<file path="config.mk">
export PLATFORM = sky130hd
export DESIGN_NAME = biquad_cascade
export DESIGN_NICKNAME = d
export VERILOG_FILES = /design/src/rtl/biquad_cascade.sv
export SDC_FILE = /design/constraint.sdc
export NUM_CORES = 2
export LEC_CHECK = 0
export BUFFER_PORTS_ARGS = -buffer_cell sky130_fd_sc_hd__buf_2
export CORE_MARGIN = 2
export CORE_UTILIZATION = 55
export CTS_CLUSTER_DIAMETER = 30
export DETAILED_ROUTE_END_ITERATION = 8
export PLACE_DENSITY = 0.71
export SKIP_CTS_REPAIR_TIMING = 1
export SYNTH_ARGS = -nofsm -noshare
export SYNTH_HDL_FRONTEND = slang
export SYNTH_SLANG_ARGS = --single-unit
</file>
<file path="constraint.sdc">
create_clock -name i_clk -period 55.2 [get_ports i_clk]
set_input_delay 5.52 -clock i_clk [delete_from_list [all_inputs] [get_ports i_clk]]
set_output_delay 5.52 -clock i_clk [all_outputs]
set_load 0.01 [all_outputs]
</file>
<file path="src/rtl/biquad_cascade.sv">
// Cascade of N_SECT Direct Form I biquad sections sharing one multiplier.
// Each sample takes 5 MAC cycles plus 1 write-back cycle per section.
module biquad_cascade #(
  parameter int DATA_W    = 24,
  parameter int COEF_W    = 24,
  parameter int FRAC_BITS = 22,
  parameter int N_SECT    = 4
) (
  input  logic              i_clk,
  input  logic              i_rst,
  input  logic              i_valid,
  output logic              o_in_ready,
  input  logic [DATA_W-1:0] i_data,
  output logic              o_valid,
  input  logic              i_ready,
  output logic [DATA_W-1:0] o_data,
  input  logic              i_coef_we,
  input  logic [7:0]        i_coef_addr,
  input  logic [COEF_W-1:0] i_coef_wdata,
  input  logic              i_clear,
  output logic              o_sat
);

  localparam int N_COEF = 5 * N_SECT;
  localparam int CI_W   = $clog2(N_COEF);
  localparam int SEC_W  = (N_SECT > 1) ? $clog2(N_SECT) : 1;
  localparam int PROD_W = DATA_W + COEF_W;
  localparam int ACC_W  = DATA_W + COEF_W + 3;

  localparam logic signed [ACC_W-1:0] Y_MAX = {{(ACC_W-DATA_W+1){1'b0}}, {(DATA_W-1){1'b1}}};
  localparam logic signed [ACC_W-1:0] Y_MIN = {{(ACC_W-DATA_W+1){1'b1}}, {(DATA_W-1){1'b0}}};
  localparam logic signed [COEF_W-1:0] COEF_ONE = COEF_W'(1) << FRAC_BITS;

  typedef enum logic [1:0] {IDLE, MAC, WB, OUT} state_t;

  state_t state, state_nxt;

  logic [SEC_W-1:0]         sec;
  logic [2:0]               tap;
  logic signed [DATA_W-1:0] x_cur;
  logic signed [ACC_W-1:0]  acc;
  logic signed [COEF_W-1:0] coef [N_COEF];
  logic signed [DATA_W-1:0] x1 [N_SECT];
  logic signed [DATA_W-1:0] x2 [N_SECT];
  logic signed [DATA_W-1:0] y1 [N_SECT];
  logic signed [DATA_W-1:0] y2 [N_SECT];

  logic [CI_W-1:0]          coef_idx;
  logic signed [DATA_W-1:0] operand;
  logic signed [PROD_W-1:0] prod;
  logic signed [ACC_W-1:0]  prod_ext;
  logic signed [ACC_W-1:0]  acc_nxt;
  logic signed [ACC_W-1:0]  shifted;
  logic signed [DATA_W-1:0] y;
  logic                     sat_now;
  logic                     last_sect;
  logic                     accept;
  logic                     coef_wr;
  logic                     clear_hist;

  assign o_in_ready = (state == IDLE) && !i_clear;
  assign o_valid    = (state == OUT);
  assign accept     = i_valid && o_in_ready;
  assign coef_wr    = (state == IDLE) && i_coef_we && (i_coef_addr < 8'(N_COEF));
  assign clear_hist = (state == IDLE) && i_clear;
  assign last_sect  = (sec == SEC_W'(N_SECT - 1));

  // NOTE: every signal driven here gets a default first, so no path leaves a latch.
  always_comb begin
    coef_idx = CI_W'(int'(sec) * 5 + int'(tap));
    operand  = x_cur;
    case (tap)
      3'd1:    operand = x1[sec];
      3'd2:    operand = x2[sec];
      3'd3:    operand = y1[sec];
      3'd4:    operand = y2[sec];
      default: operand = x_cur;
    endcase
  end

  assign prod     = PROD_W'(operand) * PROD_W'(coef[coef_idx]);
  assign prod_ext = ACC_W'(prod);
  // Feedback taps a1/a2 are subtracted.
  assign acc_nxt  = (tap >= 3'd3) ? acc - prod_ext : acc + prod_ext;
  assign shifted  = acc >>> FRAC_BITS;
  assign sat_now  = (shifted > Y_MAX) || (shifted < Y_MIN);
  assign y        = (shifted > Y_MAX) ? Y_MAX[DATA_W-1:0] :
                    (shifted < Y_MIN) ? Y_MIN[DATA_W-1:0] : shifted[DATA_W-1:0];

  always_ff @(posedge i_clk or posedge i_rst) begin
    if (i_rst) state <= IDLE;
    else       state <= state_nxt;
  end

  always_comb begin
    state_nxt = state;
    case (state)
      IDLE:    if (accept) state_nxt = MAC;
      MAC:     if (tap == 3'd4) state_nxt = WB;
      WB:      state_nxt = last_sect ? OUT : MAC;
      OUT:     if (i_ready) state_nxt = IDLE;
      default: state_nxt = IDLE;
    endcase
  end

  // NOTE: coefficient and history arrays are reset because reset must restore passthrough filters.
  always_ff @(posedge i_clk or posedge i_rst) begin
    if (i_rst) begin
      sec    <= '0;
      tap    <= '0;
      x_cur  <= '0;
      acc    <= '0;
      o_data <= '0;
      o_sat  <= 1'b0;
      for (int i = 0; i < N_COEF; i++) coef[i] <= (i % 5 == 0) ? COEF_ONE : '0;
      for (int s = 0; s < N_SECT; s++) begin
        x1[s] <= '0;
        x2[s] <= '0;
        y1[s] <= '0;
        y2[s] <= '0;
      end
    end else begin
      case (state)
        IDLE: begin
          if (coef_wr) coef[i_coef_addr[CI_W-1:0]] <= i_coef_wdata;
          if (clear_hist) begin
            o_sat <= 1'b0;
            for (int s = 0; s < N_SECT; s++) begin
              x1[s] <= '0;
              x2[s] <= '0;
              y1[s] <= '0;
              y2[s] <= '0;
            end
          end
          if (accept) begin
            x_cur <= i_data;
            sec   <= '0;
            tap   <= '0;
            acc   <= '0;
          end
        end
        MAC: begin
          acc <= acc_nxt;
          tap <= tap + 3'd1;
        end
        WB: begin
          x2[sec] <= x1[sec];
          x1[sec] <= x_cur;
          y2[sec] <= y1[sec];
          y1[sec] <= y;
          x_cur   <= y;
          acc     <= '0;
          tap     <= '0;
          if (sat_now) o_sat <= 1'b1;
          if (last_sect) o_data <= y;
          else           sec    <= sec + SEC_W'(1);
        end
        default: ;
      endcase
    end
  end

endmodule

</file>
==> reports/results.ini <==
[critical_path]
critical_path.max_fanout=68
path_class=reg2reg
startpoint_type=flop
crit_buf_inv=4
cp_top_family=adder cells
worstPathArrival_ns=15.89
cp_common_cell=fa_1
worstPathRequired_ns=55.89
cpMaxStageDelayCell=fa_1
critPathMaxStageDelay_ns=0.90
end_kind=flop

[clock_tree]
cts.sinks=971
htree_levels=4
cts_max_path_buffers=3
clk_pin_slew_ns=0.05
cts_tree=done
numCtsBuffers=202
clock_latency_ns=0.82
clock-root-buffer=clkbuf_16

[global_routing]
track_usage_pct=32.3
antenna_found_initial=4
grt_max_degree=190
gr-total-overflow=0
grt_pass1_wl_um=311000
grt_pass1_vias=52300

[routing]
vias=48700
drc=0
drt_iter0_drc=4751
first_pass_iters=8
routed_wirelength_um=198000
post_drt_via_cell_ratio=6.26
wl_per_cell_um=25.4
detail-route-antenna-nets=0

[sta]
fin_worst_skew_ns=0.0565
fin_setup_tns_ns=0
fin_crit_sh_pct=27.5
finalSetupViolCount=0
max_freq_mhz=65.8
max_slew.worst_pin.slew_ns=1.22
hold_viol=0
rsz0062_at_grt=no
finalCriticalPeriod_ns=15.21
slew_violations=0
relSlewSlack_pct=18.3

[floorplan]
die_w_um=355
dieArea_um2=126000
die_y_um=355
coreArea_um2=122000
initial_core_util_pct=55.5
rows=128
io_pins=89

[yosys]
synth_async_sr_flop_share_pct=100
synth_cells=5972
ys_seq_area_share_pct=35.9
synth_edf_count=0
syn_nets=6843
yosysWarnings=0
syn_area_um2=67700
ys_ff_latch=971
synthFlopType=dfrtp_1
synthDistinctLibCells=84
syn_avg_cell_area_um2=11.3

[cells_and_area]
utilization_pct=63.3
final_nets=6849
syn_to_final_growth_pct=14.1
drive_above_1_share_pct=22.1

[job]
cap_violations=0

[place]
portBuffers=88
gp_congestion=0.981
place_hpwl_um=132000

[hold_path]
hold_path.class=reg2reg

[outcome]
status=completed

per-layer routing:
metal	vias to the layer above	track usage, %	wire [um]	part of all wire (%)
met5	-	0	10	0.0051
met4	2	14.6	9250	4.7
met3	557	7.16	17600	8.9
met2	2404	51.2	93600	47
met1	25400	42.7	77500	39
li1	20400	-	-	-
metrics by stage:
step           cells  setup slack, ns  cell area (um^2)  hold WS [ns]
3_3_place_gp    7399            40.26             69800         0.457
6_report        7785            39.99             77200         0.473
5_1_grt         7783            39.70             77200         0.500
2_1_floorplan   5972            22.37             67700         0.445
3_5_place_dp    7399            40.28             69800         0.465
4_1_cts         7783            40.21             77200         0.477
worst reg2reg max path, delay by kind of cell (launching register included):
| kind | cells | cell delay, ns |
|---|---|---|
| adders and majority gates | 10 | 5.69 |
| AOI/OAI and AO/OA | 14 | 3.69 |
| buffers and inverters | 4 | 0.82 |
| muxes | 2 | 1.15 |
| xor gates and xnor gates | 3 | 1.14 |
| and+or+nand+nor | 4 | 1.84 |
| DFF | 1 | 0.72 |
synthesized netlist by cell type (7+ instances only):
| master | n | share of area, % |
|---|---|---|
| a211o_1 | 12 | 0.16 |
| a211oi_1 | 15 | 0.17 |
| a21o_1 | 49 | 0.54 |
| a21oi_1 | 114 | 0.84 |
| a22o_1 | 314 | 4.1 |
| a22oi_1 | 34 | 0.38 |
| a31oi_1 | 32 | 0.30 |
| a32oi_1 | 24 | 0.31 |
| and2_1 | 61 | 0.56 |
| and3_1 | 10 | 0.092 |
| buf_1 | 42 | 0.23 |
| buf_2 | 18 | 0.13 |
| clkbuf_1 | 329 | 1.8 |
| dfrtp_1 | 967 | 36 |
| fa_1 | 610 | 18 |
| ha_1 | 199 | 3.7 |
| inv_1 | 715 | 4.0 |
| mux2_2 | 482 | 8.0 |
| mux2i_1 | 7 | 0.10 |
| mux4_2 | 240 | 8.0 |
| nand2_1 | 606 | 3.4 |
| nand2b_1 | 41 | 0.38 |
| nand3_1 | 47 | 0.35 |
| nand4_1 | 14 | 0.13 |
| nor2_1 | 282 | 1.6 |
| nor2b_1 | 47 | 0.43 |
| nor3_1 | 40 | 0.30 |
| o211ai_1 | 7 | 0.078 |
| o21a_1 | 47 | 0.52 |
| o21ai_0 | 268 | 2.0 |
| o21ai_1 | 15 | 0.11 |
| o21bai_1 | 23 | 0.25 |
| o31ai_1 | 12 | 0.13 |
| or3_1 | 14 | 0.13 |
| xnor2_1 | 70 | 0.91 |
| xor2_1 | 56 | 0.72 |
final timing paths:
| kind | start | end | slack [ns] | cells after the start |
|---|---|---|---|---|
| min reg2reg | o_data[8] | o_data[8] | 0.47 | 2 |
| max in group asynchronous | i_rst | y2[39] | 47.83 | 4 |
| min | o_data[8] | o_data[8] | 0.47 | 2 |
| min in group asynchronous | i_rst | coef[402] | 4.85 | 2 |
| max | sec[0] | acc[50] | 39.99 | 37 |
| max reg2reg | sec[0] | acc[50] | 39.99 | 37 |
flip-flops by register name (all words and copies together), names as in the netlist:
register  flops
coef        480
x1           96
x2           96
y1           96
y2           96
acc          51
o_data       24
x_cur        24
tap           3
sec           2
state         2
o_sat         1
cell usage in the layout (no fill, tap or decap), types with 31 or more instances in the layout:
cell       instances
a21o_1            45
a21oi_1          112
a22o_1           314
and2_1            58
buf_2             88
buf_4            103
bufinv_16         31
clkbuf_16        202
clkinv_4          31
dfrtp_1          965
fa_1             609
ha_1             196
inv_1            714
mux2_2           482
mux4_2           240
nand2_1          605
nand2b_1          41
nand3_1           46
nor2_1           280
nor2b_1           43
nor3_1            39
o21a_1            47
o21ai_0          266
xnor2_1           70
xor2_1            55
kinds of logic after synthesis:
| family | Yosys count | share of synthesized area, % |
|---|---|---|
| adder cells (fa/ha/maj) | 809 | 21.7 |
| XOR/XNOR | 126 | 1.63 |
| AND/OR/NAND/NOR | 1203 | 7.80 |
| AO/OA/AOI/OAI | 1026 | 10.7 |
| multiplexers | 729 | 16.1 |
| buffers and inverters | 1108 | 6.20 |
| flip-flops | 971 | 35.9 |
area by class of cell:
type | count | area [um^2]
Antenna cell | 2 | 5.00
Clock buffer | 233 | 5370
Fill cell | 9257 | 44800
Tap cell | 1625 | 2030
Clock inverter | 151 | 2030
Sequential cell | 971 | 24300
Timing Repair Buffer | 194 | 1270
Inverter | 716 | 2700
Multi-Input combinational cell | 3893 | 39500
Power is not shown: default switching activity piles up to over one toggle a cycle in this logic, so the estimate is an artifact.
